$ cat src/rtl/lsu_ctrl.sv
// Handshaked load/store controller: lane alignment, byte strobes, load extension, bus error/timeout.
// Define LSU_MISALIGN_TRAP_EN to trap misaligned requests; otherwise they are aligned down.
module lsu_ctrl #(
   parameter int unsigned DATA_W  = 32,
   parameter int unsigned ADDR_W  = 32,
   parameter int unsigned TIMEOUT = 255
) (
   input  logic              clk,
   input  logic              rst,
   input  logic              req_vld_i,
   output logic              req_rdy_o,
   input  logic              req_load_i,
   input  logic              req_store_i,
   input  logic [1:0]        req_size_i,
   input  logic              req_sign_i,
   input  logic [ADDR_W-1:0] req_addr_i,
   input  logic [DATA_W-1:0] req_wdata_i,
   output logic              rsp_vld_o,
   output logic [DATA_W-1:0] rsp_data_o,
   output logic [1:0]        rsp_exc_o,
   output logic              mem_req_o,
   output logic              mem_we_o,
   output logic [ADDR_W-1:0] mem_addr_o,
   output logic [DATA_W/8-1:0] mem_be_o,
   output logic [DATA_W-1:0] mem_wdata_o,
   input  logic              mem_gnt_i,
   input  logic              mem_rvld_i,
   input  logic [DATA_W-1:0] mem_rdata_i,
   input  logic              mem_err_i
);

   localparam int unsigned NB  = DATA_W / 8;
   localparam int unsigned OFS = $clog2(NB);
   localparam int unsigned CW  = $clog2(TIMEOUT + 1);

   localparam logic [1:0] EXC_OK    = 2'b00;
   localparam logic [1:0] EXC_ILL   = 2'b01;
   localparam logic [1:0] EXC_BUS   = 2'b10;
   localparam logic [1:0] EXC_TMOUT = 2'b11;

   typedef enum logic [1:0] {IDLE, REQ, WAIT, RESP} state_t;

   state_t state, state_nxt;

   logic [CW-1:0]     cnt, cnt_nxt, cnt_inc;
   logic              expired;

   logic              op_store;
   logic [1:0]        size_q;
   logic              sign_q;
   logic [OFS-1:0]    ofs_q;
   logic [ADDR_W-1:0] addr_q;
   logic [NB-1:0]     be_q;
   logic [DATA_W-1:0] wdata_q;
   logic [DATA_W-1:0] rsp_data_q;
   logic [1:0]        rsp_exc_q;

   logic              accept, size_bad, illegal;
   logic [OFS-1:0]    ofs_raw, amask, ofs_use;
   logic [NB-1:0]     bmask;

   logic [DATA_W-1:0] shifted, ext;
   logic              sbit;
   int unsigned       nbits;

   // Request decode: alignment mask, strobe pattern and legality.
   always_comb begin
      ofs_raw = req_addr_i[OFS-1:0];
      amask   = '0;
      for (int unsigned i = 0; i < OFS; i++) begin
         amask[i] = (i < 32'(req_size_i));
      end
      bmask = '0;
      for (int unsigned i = 0; i < NB; i++) begin
         bmask[i] = (i < (32'd1 << req_size_i));
      end
      size_bad = (DATA_W == 32) && (req_size_i == 2'b11);
`ifdef LSU_MISALIGN_TRAP_EN
      ofs_use = ofs_raw;
      illegal = size_bad | (|(ofs_raw & amask));
`else
      ofs_use = ofs_raw & ~amask;
      illegal = size_bad;
`endif
      accept = (state == IDLE) & req_vld_i & (req_load_i ^ req_store_i);
   end

   // Load extraction: shift selected lane down, then sign/zero-extend from the top selected bit.
   always_comb begin
      shifted = mem_rdata_i >> {ofs_q, 3'b000};
      nbits   = 32'd8 << size_q;
      sbit    = 1'b0;
      for (int unsigned b = 0; b < DATA_W; b++) begin
         if (b + 1 == nbits) sbit = shifted[b];
      end
      ext = '0;
      for (int unsigned b = 0; b < DATA_W; b++) begin
         ext[b] = (b < nbits) ? shifted[b] : (sign_q & sbit);
      end
   end

   assign cnt_inc = cnt + 1'b1;
   assign expired = (cnt_inc == CW'(TIMEOUT));

   always_comb begin
      state_nxt = state;
      cnt_nxt   = cnt;
      case (state)
         IDLE: begin
            if (accept) state_nxt = illegal ? RESP : REQ;
         end
         REQ: begin
            if (mem_gnt_i) begin
               state_nxt = WAIT;
               cnt_nxt   = '0;
            end
         end
         WAIT: begin
            cnt_nxt = cnt_inc;
            if (mem_rvld_i || expired) state_nxt = RESP;
         end
         RESP: begin
            state_nxt = IDLE;
         end
         default: begin
            state_nxt = IDLE;
         end
      endcase
   end

   always_ff @(posedge clk or posedge rst) begin
      if (rst) begin
         state <= IDLE;
         cnt   <= '0;
      end else begin
         state <= state_nxt;
         cnt   <= cnt_nxt;
      end
   end

   always_ff @(posedge clk or posedge rst) begin
      if (rst) begin
         op_store   <= 1'b0;
         size_q     <= '0;
         sign_q     <= 1'b0;
         ofs_q      <= '0;
         addr_q     <= '0;
         be_q       <= '0;
         wdata_q    <= '0;
         rsp_data_q <= '0;
         rsp_exc_q  <= EXC_OK;
      end else begin
         if (accept) begin
            op_store <= req_store_i;
            size_q   <= req_size_i;
            sign_q   <= req_sign_i;
            ofs_q    <= ofs_use;
            addr_q   <= {req_addr_i[ADDR_W-1:OFS], {OFS{1'b0}}};
            be_q     <= bmask << ofs_use;
            wdata_q  <= req_wdata_i << {ofs_use, 3'b000};
            if (illegal) begin
               rsp_data_q <= '0;
               rsp_exc_q  <= EXC_ILL;
            end
         end
         // A response arriving on the expiry cycle wins over the timeout.
         if (state == WAIT) begin
            if (mem_rvld_i) begin
               rsp_exc_q  <= mem_err_i ? EXC_BUS : EXC_OK;
               rsp_data_q <= (mem_err_i | op_store) ? '0 : ext;
            end else if (expired) begin
               rsp_exc_q  <= EXC_TMOUT;
               rsp_data_q <= '0;
            end
         end
      end
   end

   assign req_rdy_o   = (state == IDLE);
   assign mem_req_o   = (state == REQ);
   assign mem_we_o    = (state == REQ) & op_store;
   assign rsp_vld_o   = (state == RESP);
   assign mem_addr_o  = addr_q;
   assign mem_be_o    = be_q;
   assign mem_wdata_o = wdata_q;
   assign rsp_data_o  = rsp_data_q;
   assign rsp_exc_o   = rsp_exc_q;

endmodule

$ cat config.mk
export PLATFORM = sky130hd
export DESIGN_NAME = lsu_ctrl
export DESIGN_NICKNAME = d
export VERILOG_FILES = /design/src/rtl/lsu_ctrl.sv
export SDC_FILE = /design/constraint.sdc
export NUM_CORES = 1
export LEC_CHECK = 0
export CAP_MARGIN = 20
export CORE_MARGIN = 8
export CORE_UTILIZATION = 42
export CTS_BUF_LIST = sky130_fd_sc_hd__clkbuf_16
export CTS_CLUSTER_SIZE = 40
export DETAILED_ROUTE_END_ITERATION = 8
export PLACE_DENSITY_LB_ADDON = 0.2
export SETUP_SLACK_MARGIN = 0.3
export SLEW_MARGIN = 20
export SYNTH_ARGS = -nofsm -noshare
export SYNTH_HDL_FRONTEND = slang
export SYNTH_SLANG_ARGS = --single-unit
$ cat constraint.sdc
create_clock -name clk -period 3.65 [get_ports clk]
set_input_delay 0.73 -clock clk [delete_from_list [all_inputs] [get_ports clk]]
set_output_delay 0.73 -clock clk [all_outputs]
set_load 0.01 [all_outputs]
==> metrics.yaml <==
status:
  status: "finished, final reports clean"
clocking:
  insertion_delay_ns: 0.41
  htreeDepth: 4
  ctsHoldBuffers: 0
  cts_made_buffers: 17
  cts_root_buf: "clkbuf_16"
  clockBufferDepth: 2
  cts.clk_slew.worst_paths_ns: 0.05
  cts_tree: "yes"
  cts.sinks: 116
  cts_setup_buffers: 0
  cts.repair.resized: 0
grt:
  grt_usage_pct: 21.4
  antenna_found_initial: 0
  grt_overflow: 0
  grt_pass1_wl_mm: 31.5
  grt_max_degree: 117
  grt_pass1_vias: 6139
worst_hold_path:
  hold_class: "flip-flop to flip-flop"
logic_synthesis:
  synth_seq_area_share_pct: 46.9
  synthCells: 662
  synth_cell_types: 50
  ys_warn_count: 0
  synth_flop_cell: "dfrtp_1"
  syn_area_per_cell_um2: 9.34
  synth_edf_count: 0
  async_flop_share_pct: 100
  synth-seq-cells: 116
  syn-cell-area_mm2: 0.00618
drt:
  firstDrtPassIters: 5
  viasPerCell: 5.49
  wirelength_mm: 19.9
  vias: 5798
  drc: 0
  drtAntennaViolNets: 0
  drt-wirelength-per-cell_um: 18.8
  detail_route.iter0.violations: 357
sta:
  finalCritPeriodShare_pct: 71.9
  max-slew-margin-rel_pct: 35.4
  finalHoldViolations: 0
  maxSlewViolCount: 0
  finClkSkew_ns: 0.00588
  setup_ws_ns: 1.03
  tightest_slew_ns: 0.969
  finalCriticalPeriod_ns: 2.62
  rsz0062_at_grt: "false"
  fin_tns_setup_ns: 0
  clock.fmax_mhz: 381
  setup_viol: 0
cells_and_area:
  layout-drive-gt1-share_pct: 9.28
  num_antenna_cells: 0
  finalCoreUtilization_pct: 62.0
  nets: 977
  syn2layout_area_growth_pct: 45.3
place:
  port_buffers: 210
  pre_cts_slack_ns: 0.657
  gp_congestion: 0.835
  hpwlAfterDp_mm: 14.5
worst_setup_path:
  cp_max_fo: 5
  critPathArrivalTime_ns: 1.89
  cpPeakStageDelay_ns: 0.54
  required_ns: 2.92
  endpoint_kind: "output pin"
  crit_buf_inv: 2
  crit_path_start_kind: "flip-flop"
  cp_slowest_cell: "clkdlybuf4s50_1"
  worstSetupPathType: "flip-flop to output pin"
  cp_cell_sequence: "inv_1 > ha_1 > and2_1 > clkdlybuf4s50_1"
  critPathTopFamily: "buffers and inverters"
floorplanning:
  start_util_pct: 42.7
  design.core.area_mm2: 0.0145
  fp.dieW_um: 137
  fp.dieArea_mm2: 0.0189
  dieHeight_um: 137
  pin_count: 213
  rows: 44
power:
  powerDensity_mw_per_mm2: 784
  leakage_uw: 0.00381
  power_switching_uw: 2520
  power_uw: 7040
  sequentialPowerShare_pct: 32.8
  internal-power_uw: 4520
  power_frac_comb_pct: 45.6
  p_clk_share_pct: 21.6
  sw_frac_of_total_pct: 35.8
  peakVddDrop_uv: 443
run:
  maxCapViolCount: 0
synth_stat cells (2+ instances only):
library cell / n / area [um2]
dfrtp_1: 116 / 2900
nand2_1: 172 / 646
buf_2: 16 / 80.1
nor3_4: 2 / 32.5
o21ai_0: 42 / 210
a31oi_1: 3 / 18.8
nor3_1: 3 / 15.0
buf_4: 3 / 22.5
nand2b_1: 5 / 31.3
nor2b_1: 6 / 37.5
a221oi_1: 7 / 61.3
a21oi_1: 26 / 130
a211oi_1: 2 / 15.0
a22o_1: 9 / 78.8
o21ai_1: 7 / 35.0
nor3b_1: 18 / 135
a32oi_1: 8 / 70.1
xnor2_1: 3 / 26.3
a221oi_2: 9 / 135
mux2_2: 12 / 135
nand3_1: 15 / 75.1
ha_1: 7 / 87.6
mux2i_1: 37 / 370
mux4_2: 2 / 45.0
o21bai_1: 2 / 15.0
a221o_1: 8 / 80.1
o21ai_2: 11 / 96.3
a32o_1: 8 / 80.1
clkbuf_1: 23 / 86.3
buf_6: 2 / 22.5
o211ai_1: 8 / 60.1
and2_1: 2 / 12.5
inv_1: 23 / 86.3
nor2_1: 29 / 109
kinds of logic (layout without fill, tap and decap cells):
logic type / after synthesis / after routing / synth area share, %
other: 1 / 2 / 0.0606
DFF: 116 / 116 / 46.9
AOI/OAI and AO/OA: 156 / 156 / 18.5
adders and majority gates: 7 / 7 / 1.42
and+or+nand+nor: 259 / 259 / 18.6
buffers and inverters: 69 / 279 / 5.20
muxes: 51 / 51 / 8.90
xor gates and xnor gates: 3 / 3 / 0.425
layout by cell type (no fill, tap or decap), types with 3 or more instances in the layout:
cell             synthesis  final
o21ai_1                  7      7
a221oi_2                 9      9
mux2i_1                 37     37
inv_1                   23     25
mux2_2                  12     12
a221o_1                  8      8
clkinv_2                 0      3
nand2_1                172    172
clkbuf_16                0     17
nor3b_1                 18     17
nor3_1                   3      3
a32o_1                   8      8
nor2_1                  29     28
clkdlybuf4s50_1          0    210
clkinv_1                 1      5
ha_1                     7      7
a221oi_1                 7      7
buf_4                    3     14
nand2b_1                 5      5
dfrtp_1                116    116
o211ai_1                 8      8
a22o_1                   9      9
o21ai_0                 42     42
nand3_1                 15     15
o21ai_2                 11     11
xnor2_1                  3      3
a31oi_1                  3      3
a21oi_1                 26     26
a32oi_1                  8      8
nor2b_1                  6      6
worst paths after layout:
| check | start | to | slack (ns) | depth (start not counted) |
|---|---|---|---|---|
| hold reg to reg | mem_addr_o[11] | mem_addr_o[11] | 0.47 | 2 |
| min in group asynchronous | rst | op_store | 0.84 | 3 |
| hold / removal | mem_addr_o[11] | mem_addr_o[11] | 0.47 | 2 |
| setup / recovery | state[1] | mem_we_o | 1.03 | 4 |
| setup reg to reg | state[0] | rsp_data_o[31] | 1.06 | 9 |
| max in group asynchronous | rst | mem_addr_o[3] | 2.32 | 3 |
final cells by class:
| class | instances | area [um2] |
|---|---|---|
| Fill cell | 1239 | 5500 |
| Multi-Input combinational cell | 478 | 2980 |
| Sequential cell | 116 | 2900 |
| Timing Repair Buffer | 226 | 2250 |
| Clock buffer | 17 | 425 |
| Tap cell | 184 | 230 |
| Clock inverter | 12 | 101 |
| Inverter | 24 | 93.8 |
state kept, by name, indices dropped and copies added (netlist names), 2 cells and up:
signal       cells
cnt              8
mem_addr_o      30
mem_be_o         4
mem_wdata_o     32
ofs_q            2
rsp_data_o      32
rsp_exc_o        2
size_q           2
state            2
power groups by stage:
| stage | Clock (uW) | Combinational [uW] | Sequential, uW |
|---|---|---|---|
| final | 1520 | 3210 | 2310 |
| after global routing | 1600 | 3500 | 2380 |
| after CTS | 1550 | 3250 | 2310 |
| after detailed placement | 0 | 3240 | 2310 |
| after global placement | 0 | 3160 | 2280 |
| after floorplan | 0 | 1430 | 2450 |
metrics by stage:
step / instances / hold slack [ns] / area (um2)
4_1_cts: 1057 / 0.475 / 8980
3_5_place_dp: 1028 / 0.462 / 8460
6_report: 1057 / 0.468 / 8980
3_3_place_gp: 1028 / 0.457 / 8460
5_1_grt: 1057 / 0.487 / 8980
2_1_floorplan: 663 / 0.460 / 6190
metal layers:
metal  vias up  wire [um]  track usage, %
met5         -          0               0
met4         0        369            7.72
met3        27       1790            8.02
met2       218       9840            35.6
met1      2828       7870            24.6
li1       2725          -               -
worst reg2reg max path, cell delays in order, from the launching register on:
cell	delay (ns)
dfrtp_1	0.43
inv_1	0.12
ha_1	0.43
nor4bb_2	0.28
buf_4	0.24
and3_1	0.43
nor2b_1	0.19
buf_4	0.21
a221oi_1	0.11
o21ai_1	0.08
Power figures use the tool's default switching activity.
==> patch 1, RTL diff (same flow settings) <==
Set the parameter `TIMEOUT` to 510 (it was 255).
--- a/src/rtl/lsu_ctrl.sv
+++ b/src/rtl/lsu_ctrl.sv
@@ -3,7 +3,7 @@
 module lsu_ctrl #(
    parameter int unsigned DATA_W  = 32,
    parameter int unsigned ADDR_W  = 32,
-   parameter int unsigned TIMEOUT = 255
+   parameter int unsigned TIMEOUT = 510
 ) (
    input  logic              clk,
    input  logic              rst,
Formal check against the unedited RTL: no difference found for any inputs over 4 cycles, from zero or initial values and one cycle with rst high; that may be too few to reach the edited logic, so the function may still have changed.
==> patch 1 against the unedited design <==
  * Area after synthesis fell by 9.2%
  * Cell area fell by 5.4%
  * Combinational power fell by 14%
  * Utilization rose by 2.7 points
  * Wire length fell by 11%
  * Setup slack got worse by 0.079 ns
  * Total power fell by 4.7%
  * Non-clock buffer count fell by 3
  * Register-to-register slack got worse by 0.11 ns
  * Worst hold slack improved by 0.0016 ns
  * Sequential cell count rose by 1
  * Largest power group unchanged
==> patch 1: results (changes against the unedited design) <==
async_flop_share: 1.000  # unchanged
r2r_start: "cnt[0]$_DFFE_PP0P_"
root_buffer: "clkbuf_16"
numCtsBuffers: 17  # unchanged
grt_start_max_net_pins: 73  # -38%
holdCritStartpoint: "mem_addr_o[7]$_DFFE_PP0P_"
status: "finished, final reports clean"
dr.pass1.iters: 4  # -1
clk_latency_ns: 0.42
ys_types: 46  # -8.0%
p_sw_frac: 0.3325  # -0.02515
p_leak_nw: 3.880  # +1.9%
synth_common_cells: "nand2_1 (174), dfrtp_1 (117), o21ai_0 (46), mux2i_1 (34), nor2_1 (33)"
cts_resized: 0  # unchanged
wl_per_cell_um: 17.87  # -5.0%
tightest_slew_ns: 1.024  # +0.05420 ns
peakVddDrop_uv: 408.1  # -7.8%
grt_pass1_wl_um: 28720  # -8.7%
nFillCells: 1094  # -12%
yosys-top-cells-area: "dfrtp_1 (52%), nand2_1 (12%), mux2i_1 (6.1%)"
cts_setup_buffers: 0  # unchanged
clockBufferDepth: 2  # unchanged
dr.first_iter.drc_count: 251  # -30%
antenna_found_initial: 0  # unchanged
ff2ff_setup_slack_ns: 0.95  # -0.11 ns
gp_congestion: 0.8425  # +0.93%
arrival_ns: 3.00  # +1.11 ns
placed_area_um2: 7906  # -6.5%
vias: 5192  # -10%
hpwl_um: 13060  # -10%
slowest_stage: "a2111oi_4"
clock_skew_ns: 0.008859  # +0.002984 ns
seq_area_frac_synth: 0.5217  # +0.05229
max_stage_delay_ns: 0.57  # +0.03 ns
port_buffers: 210  # unchanged
first_global_vias: 5416  # -12%
drive_gt1_frac: 0.06143  # -0.03136
cpLargestDelayFamily: "compound AO/OA/AOI/OAI gates"
grt_use_total: 0.2059  # -0.007816
cp_max_fo: 32  # +27
final_nets: 915  # -6.3%
startpoint: "cnt[0]$_DFFE_PP0P_"
clk_pin_slew_ns: 0.05  # about the same
min_path_type: "flip-flop to flip-flop"
patch 1: metal layers:
| metal | global-route usage | part of all wire | vias to the layer above | wire length (um) |
|---|---|---|---|---|
| met5 | 0 | 0 | - | 0 |
| met2 | 0.3440 | 0.49 | 192 | 8626 |
| met1 | 0.2263 | 0.40 | 2492 | 7084 |
| met4 | 0.08424 | 0.020 | 0 | 362 |
| li1 | - | - | 2481 | - |
| met3 | 0.08803 | 0.091 | 27 | 1617 |
patch 1: stage by stage:
stage / power, mW / utilization / setup WS (ns) / hold slack, ns / std cells
floorplan: 3.477 / - / 1.440 / 0.4507 / 600
global placement: 4.987 / 0.6018 / 0.6505 / 0.4579 / 959
detailed placement: 5.054 / 0.6018 / 0.6027 / 0.4654 / 959
CTS: 6.791 / 0.6470 / 0.9694 / 0.4782 / 990
global route: 7.117 / 0.6470 / 0.7641 / 0.4942 / 990
finish: 6.709 / 0.6470 / 0.9462 / 0.4700 / 990
patch 1: cells by family (layout without fill, tap and decap cells):
group	count (synthesis)	count (layout)	share of synthesized area
XOR/XNOR	3	3	0.004683
AO/OA/AOI/OAI	146	146	0.1813
other	1	2	0.0006683
buffers and inverters	47	261	0.03545
multiplexers	35	35	0.06265
flip-flops	117	117	0.5217
adder cells (fa/ha/maj)	6	6	0.01338
AND/OR/NAND/NOR	244	244	0.1802
patch 1: area by class of cell:
| cell class | instances | area, um2 | share of cell area |
|---|---|---|---|
| Sequential cell | 117 | 2928 | 0.3445 |
| Tap cell | 176 | 220.2 | 0.02591 |
| Clock buffer | 17 | 425.4 | 0.05005 |
| Clock inverter | 14 | 167.7 | 0.01973 |
| Timing Repair Buffer | 223 | 2212 | 0.2603 |
| Inverter | 7 | 30.03 | 0.003533 |
| Multi-Input combinational cell | 436 | 2516 | 0.2960 |
patch 1: path summary, 6_finish.rpt:
| check | to | depth (start not counted) |
|---|---|---|
| setup / recovery | rsp_data_o[25]$_DFF_PP0_ | 8 |
| hold / removal | mem_addr_o[7]$_DFFE_PP0P_ | 2 |
| setup reg to reg | rsp_data_o[25]$_DFF_PP0_ | 8 |
| hold reg to reg | mem_addr_o[7]$_DFFE_PP0P_ | 2 |
| max in group asynchronous | mem_wdata_o[18]$_DFFE_PP0P_ | 3 |
| min in group asynchronous | op_store$_DFFE_PP0P_ | 3 |
patch 1: power by group through the flow:
stage	Sequential [mW]	Clock (mW)	Combinational, mW
floorplan	2.40	0	1.08
finish	2.26	1.69	2.76
global placement	2.26	0	2.73
detailed placement	2.27	0	2.78
global route	2.34	1.78	3.00
CTS	2.27	1.73	2.80
==> patch 2, RTL diff (config.mk and constraints unchanged) <==
Made on the original files. Make the reset (`rst`) synchronous in 2 clocked blocks.
--- a/src/rtl/lsu_ctrl.sv
+++ b/src/rtl/lsu_ctrl.sv
@@ -128,7 +128,7 @@
       endcase
    end
 
-   always_ff @(posedge clk or posedge rst) begin
+   always_ff @(posedge clk) begin
       if (rst) begin
          state <= IDLE;
          cnt   <= '0;
@@ -138,7 +138,7 @@
       end
    end
 
-   always_ff @(posedge clk or posedge rst) begin
+   always_ff @(posedge clk) begin
       if (rst) begin
          op_store   <= 1'b0;
          size_q     <= '0;
Formal check against the unedited RTL: differs if rst is asserted again (counterexample within 4 cycles, from zero or initial values and one cycle with rst high); with rst held inactive, the same outputs for 4 cycles.
==> patch 2 against the unedited design <==
  * Highest routed layer unchanged
  * Area after synthesis is 16% lower
  * Non-clock buffer count is 2 lower
  * Setup slack better by 0.0076 ns
  * Sequential share of layout area is 2.7 points lower
  * Sequential cell count stayed put
  * Via count is 9.5% lower
  * Cell area is 13% lower
  * Global-route usage is 0.30 points lower
  * Critical path type is now flip-flop to flip-flop
  * Die area is 14% lower
  * Fmax is 0.29% higher
  * Wire length is 12% lower
  * First-iteration DRC count is 1.7% lower
  * Critical endpoint is now rsp_data_o[20]$_SDFF_PP0_
Power is not compared: it rests on default switching activity, and its combinational part moved more than twofold at a synthesized area within 25%.
==> patch 2: results (changes against the unedited design) <==
seq_area_frac_synth: 0.4487  # -0.02070
r2r-end: "rsp_data_o[20]$_SDFF_PP0_"
drive_gt1_frac: 0.07195  # -0.02083
synth_common_cells: "nand2_1 (123), dfxtp_1 (116), a21oi_1 (72), nor2_1 (52), clkbuf_1 (35)"
gp_congestion: 0.8223  # -1.5%
grt_pass1_wl_um: 27230  # -13%
antenna_found_initial: 0  # unchanged
vias: 5245  # -9.5%
first_global_vias: 5256  # -14%
tightest_slew_ns: 0.8533  # -0.1161 ns
grt_use_met2: 0.3620  # +0.005821
arrival_ns: 2.90  # +1.01 ns
status: "finished, final reports clean"
ys_types: 46  # -8.0%
cp_max_fo: 32  # +27
dr.first_iter.drc_count: 351  # -1.7%
wl_met2_um: 8587  # -13%
m1WireLength_um: 6872  # -13%
final_nets: 922  # -5.6%
slowest_stage: "dfxtp_1"
holdCritStartpoint: "mem_addr_o[11]$_SDFFE_PP0N_"
async_flop_share: 0  # -1.000
yosys-top-cells-area: "dfxtp_1 (45%), nand2_1 (8.9%), a21oi_1 (7.0%)"
hold_slack_ns: 0.4513  # -0.01717 ns
nFillCells: 1030  # -17%
yosysWarnings: 0  # unchanged
wl_per_cell_um: 18.01  # -4.2%
reg2reg_depth: 8  # -1
wl_met3_um: 1626  # -9.1%
hpwl_um: 12750  # -12%
grt_use_total: 0.2107  # -0.002955
clock_skew_ns: 0.007027  # +0.001151 ns
r2r_start: "cnt[0]$_SDFFE_PP0P_"
ff2ff_setup_slack_ns: 1.03  # -0.03 ns
numCtsBuffers: 17  # unchanged
criticalPathCategory: "flip-flop to flip-flop"
min_to: "mem_addr_o[11]$_SDFFE_PP0N_"
use_met3: 0.08278  # +0.002545
grt_use_met1: 0.2289  # -0.01740
synthFlopType: "dfxtp_1"
grt_start_max_net_pins: 83  # -29%
max_stage_delay_ns: 0.41  # -0.13 ns
-- patch 2: changes by cell type after synthesis, sizes merged, moves of 14 or more --
cell,before,now
a221oi,16,2
a22oi,0,17
nor3b,18,1
mux2i,37,21
inv,23,6
dfrtp,116,0
nor2,29,52
nand2,172,123
a21oi,26,73
o21ai,60,14
dfxtp,0,116
-- patch 2: area by class of cell --
cell class                      instances  area (um2)  area share
Clock buffer                           17       425.4     0.05417
Clock inverter                         14       57.56    0.007330
Inverter                                6       22.52    0.002868
Multi-Input combinational cell        443        2638      0.3359
Sequential cell                       116        2323      0.2959
Tap cell                              147       183.9     0.02342
Timing Repair Buffer                  224        2202      0.2804
-- patch 2: per-stage QoR --
stage	instances	power [mW]	setup slack (ns)	utilization	instance area, um2
finish	967	3.788	1.033	0.6538	7853
global route	967	3.976	0.9080	0.6538	7853
CTS	967	3.827	0.8593	0.6536	7851
detailed placement	936	2.451	0.7507	0.6134	7368
global placement	936	2.424	0.8549	0.6134	7368
floorplan	614	1.972	1.222	-	5179
-- patch 2: logic make-up after synthesis --
family	synth area share
buffers and inverters	0.04570
and+or+nand+nor	0.1794
AOI/OAI and AO/OA	0.2241
other	0.0007246
xor gates and xnor gates	0.006771
adders and majority gates	0.01692
DFF	0.4487
muxes	0.07761
-- patch 2: report_power, final --
part           internal [mW]  switching [mW]  leakage (nW)
registers               1.38          0.0727         0.942
clock network          0.827           0.533         0.247
logic                  0.469           0.506          1.65
total                   2.68            1.11          2.84
-- patch 2: critical path: cells and delay by family (launching register included) --
kind / cells / cell delay [ns]
fa+ha+maj: 1 / 0.27
simple gates: 2 / 0.53
flops: 1 / 0.41
compound gates: 4 / 1.02
buf+inv: 1 / 0.25
